**src/rtl/md_issue_ctrl.sv**
```systemverilog
// md_issue_ctrl: issue strobe, latency tracking, commit and D-stage stall for the multiply/divide unit
module md_issue_ctrl #(
   parameter int MUL_LAT = 5,
   parameter int DIV_LAT = 10,
   parameter int CNT_W = 4
) (
   input  logic             clk,
   input  logic             reset,
   input  logic [2:0]       e_md_op,
   input  logic             e_md_wr,
   input  logic             e_md_addr,
   input  logic             d_md_use,
   input  logic             flush,
   output logic             md_start,
   output logic [2:0]       md_op,
   output logic             md_we,
   output logic             md_waddr,
   output logic             busy,
   output logic             commit,
   output logic [CNT_W-1:0] cnt,
   output logic             stall,
   output logic             proto_err
);
   typedef enum logic {IDLE, BUSY} state_t;
   state_t state, state_nx;
   logic [CNT_W-1:0] cnt_nx;
   logic perr_nx;
   logic op_valid;
   assign op_valid = e_md_op inside {[3'd1:3'd4]};
   assign busy = cnt != '0;
   assign md_we = reset & e_md_wr & ~flush;
   assign md_waddr = e_md_addr;
   assign stall = d_md_use & (busy | md_start);
   always_ff @(posedge clk or negedge reset) begin
      if (!reset) begin
         state <= IDLE;
         cnt <= '0;
         proto_err <= 1'b0;
      end else begin
         state <= state_nx;
         cnt <= cnt_nx;
         proto_err <= perr_nx;
      end
   end
   always_comb begin
      state_nx = state;
      cnt_nx = cnt;
      perr_nx = proto_err;
      md_start = 1'b0;
      md_op = 3'd0;
      commit = 1'b0;
      if (state == IDLE) begin
         md_start = reset & op_valid & ~flush;
         md_op = md_start ? e_md_op : 3'd0;
         cnt_nx = !md_start ? cnt : (e_md_op <= 3'd2) ? CNT_W'(MUL_LAT) : CNT_W'(DIV_LAT);
         state_nx = md_start ? BUSY : IDLE;
      end else begin
         commit = cnt == CNT_W'(1);
         cnt_nx = busy ? cnt - CNT_W'(1) : cnt;
         state_nx = commit ? IDLE : BUSY;
         perr_nx = proto_err | op_valid;
      end
   end
endmodule

```
**config.mk**
```make
export PLATFORM = sky130hd
export DESIGN_NAME = md_issue_ctrl
export DESIGN_NICKNAME = d
export VERILOG_FILES = /design/src/rtl/md_issue_ctrl.sv
export SDC_FILE = /design/constraint.sdc
export NUM_CORES = 1
export LEC_CHECK = 0
export ABC_AREA = 0
export CAP_MARGIN = 10
export CORE_AREA = 2 2 39 41
export DETAILED_ROUTE_END_ITERATION = 8
export DIE_AREA = 0 0 41 43
export PLACE_DENSITY = 0.73
export REMOVE_ABC_BUFFERS = 1
export SKIP_CTS_REPAIR_TIMING = 1
export SLEW_MARGIN = 30
export SYNTH_ARGS = -nofsm -noshare
export SYNTH_HDL_FRONTEND = slang
export SYNTH_SLANG_ARGS = --single-unit
export TNS_END_PERCENT = 30
```
**constraint.sdc**
```tcl
create_clock -name clk -period 1.7 [get_ports clk]
set_input_delay 0.17 -clock clk [delete_from_list [all_inputs] [get_ports clk]]
set_output_delay 0.17 -clock clk [all_outputs]
set_load 0.02 [all_outputs]
```
==> out/metrics.cfg <==
[status]
status = finished with violations
violations = setup timing

[hold_path]
min_path_type = in2async

[drt]
dr.pass1.iters = 3
wl_um = 1270
drcViolationCount = 0
vias = 501
ant_nets = 0
wire_per_inst_um = 12.4
vias_per_cell = 4.91
drt_iter0_drc = 3

[global_route]
grt_pass1_wl_um = 1970
overflow = 0
grt_max_degree = 10
grt_use_total_pct = 16.8
antenna_found_initial = 0
grt_pass1_vias = 505

[placed_design]
dpl_cell_area_um2 = 808
place_congestion = 0.824
dp_cells = 99
io_buffers = 20
hpwl_um = 998
post-place-ws_ps = -325

[sta]
tightest_slew_ps = 340
setup_viol = 1
min_period_ps = 1750
slew_headroom_pct = 77.1
tns_ps = -50.3
fin_skew_ps = 0.770
finalHoldViolations = 0
slew_viol_final = 0
rsz0062_at_grt = yes
max_freq_mhz = 571
finalCritPeriodShare_pct = 103
setup_ws_ps = -50.3

[critical_path]
ff2ff_setup_slack_ps = 140
arrival_ps = 1580
required_ps = 1530
path_depth = 5
r2r_end = cnt[2]
critPathTopFamily = simple AND/OR/NAND/NOR gates
crit_fanout = 4
crit_buf_inv = 2
endpoint_kind = output port
crit_chain = inv_1 -> ha_1 -> or3b_4 -> o21a_1 -> buf_2
rr_startpoint = cnt[0]
cp-endpoint = stall
ff2ff_path_depth = 6
worstSetupPathType = reg2out
slowest_stage = or3b_4
start_kind = flop
max_stage_delay_ps = 400
startpoint = cnt[0]

[power]
p_leak_nw = 0.440
power_switching_mw = 0.486
p_clk_share_pct = 12.1
p_sw_share_pct = 41.3
vdd_ir_drop_max_v = 0.000801
p_int_mw = 0.691
combPwrFrac_pct = 66.6
seqPwrFrac_pct = 21.3
cellPowerDensity_nw_per_um2 = 1430

[logic_synthesis]
synthMuxAreaShare_pct = 2.06
avgSynthCellArea_um2 = 9.93
netlist_instances = 49
synth_area_um2 = 487
synth_cell_types = 32
synth_compound_area_share_pct = 18.0
synthSimpleGateAreaFrac_pct = 32.1
yosys.area.top_type_share_pct = 30.8
synthAdderAreaFrac_pct = 7.71
yosysSeqAreaShare_pct = 30.8
synth_top_family_by_area = simple AND/OR/NAND/NOR gates
ys_warn_count = 0
synth_area_leaders = dfrtp_1, ha_1, and2_1, nor3b_4, nand3_4
synth_area_leader_cell = dfrtp_1
synth_xor_area_share_pct = 1.80
ys_seq_elements = 6

[clocking]
cts_buffer_depth = 2
ctsHtreeMaxLevel = 1
numCtsBuffers = 3
cts_tree = built
clk_latency_ps = 260
path_clk_slew_ps = 50
cts_root_buf = clkbuf_4
clock-sinks = 6

[floorplanning]
die_area_um2 = 1760
pin_count = 23
core_um2 = 1380
num_rows = 14
initial_core_util_pct = 35.2
fp.dieW_um = 41
fp.dieH_um = 43

[layout]
fin_area_um2 = 821
final_cells = 102
final_layout_size_suffix_gt1_share_pct = 39.5
syn_to_final_growth_pct = 68.6
utilization_pct = 59.3
insertedDiodeCount = 0
layout.nets = 100

[job]
cap_violations = 0

==> worst reg2reg max path, stage by stage (launching register included) <==
cell	delay (ps)
dfrtp_1	380
inv_1	90
ha_1	140
or3b_4	400
nand2_2	130
nor3b_1	60
a211o_1	260
==> kinds of logic (layout without fill, tap and decap cells) <==
| kind of cell | count (synthesis) | after routing |
|---|---|---|
| AO/OA/AOI/OAI | 11 | 11 |
| XOR/XNOR | 1 | 1 |
| adder cells (fa/ha/maj) | 3 | 3 |
| buffers and inverters | 6 | 43 |
| flip-flops | 6 | 6 |
| multiplexers | 1 | 1 |
| AND/OR/NAND/NOR | 21 | 21 |
==> synthesized netlist by cell type, drive strengths merged <==
| cell | count |
|---|---|
| or3 | 1 |
| inv | 4 |
| a21oi | 2 |
| dfrtp | 6 |
| o211a | 1 |
| or3b | 1 |
| and3 | 2 |
| nand3 | 1 |
| o32ai | 1 |
| nor2 | 3 |
| o22ai | 1 |
| buf | 2 |
| nor3 | 2 |
| a311oi | 1 |
| and2 | 3 |
| o21a | 1 |
| a211oi | 1 |
| xnor2 | 1 |
| nand2b | 1 |
| o21ai | 1 |
| a31o | 1 |
| nor4 | 1 |
| nor3b | 2 |
| ha | 3 |
| nand2 | 4 |
| mux2i | 1 |
| a211o | 1 |
==> registers in the layout, indices dropped and copies added (netlist names) <==
signal and count:
cnt 4, proto_err 1, state 1
==> cell type report <==
cell class,instances,area (um^2)
fill,128,563
sequential,6,150
timing repair buffer,36,310
inverter,4,17.5
clock buffer,3,22.5
tap,16,20.0
multi-input combinational,37,300
==> per-layer routing <==
| layer | part of all wire, % | GRT usage, % |
|---|---|---|
| met5 | 0 | 0 |
| met2 | 49 | 28.4 |
| met1 | 42 | 17.4 |
| met3 | 7.7 | 3.66 |
| met4 | 1.7 | 10.0 |
==> stage by stage <==
step | total power [mW] | hold slack [ps]
floorplan | 0.664 | -126
global placement | 1.04 | 340
detailed placement | 1.05 | 340
CTS | 1.19 | 242
global route | 1.27 | 246
finish | 1.18 | 238
==> worst min path at each step <==
stage,to,slack (ps),depth (start not counted)
final,proto_err,240,2
after global routing,proto_err,250,2
after CTS,proto_err,240,2
after detailed placement,md_waddr,340,0
after global placement,md_waddr,340,0
after floorplan,cnt[0],-130,0
==> power by group through the flow <==
stage | clock network, mW | registers (mW) | logic [mW]
floorplan | 0 | 0.353 | 0.311
global placement | 0 | 0.245 | 0.791
detailed placement | 0 | 0.249 | 0.796
CTS | 0.139 | 0.248 | 0.804
global route | 0.153 | 0.259 | 0.856
finish | 0.142 | 0.250 | 0.784
==> layout by cell type (no fill, tap or decap), drive strengths merged <==
master         count
nand2              4
and2               3
o21a               1
clkdlybuf4s50     12
xnor2              1
nor2               3
nor3               2
nand3              1
or3                1
buf               17
nand2b             1
clkbuf             6
nor3b              2
a21oi              2
and3               2
o22ai              1
a211o              1
inv                4
o32ai              1
o211a              1
o21ai              1
nor4               1
a311oi             1
or3b               1
a31o               1
ha                 3
dlymetal6s2s       4
a211oi             1
dfrtp              6
mux2i              1
No activity file was read; power rests on OpenSTA's default activity.
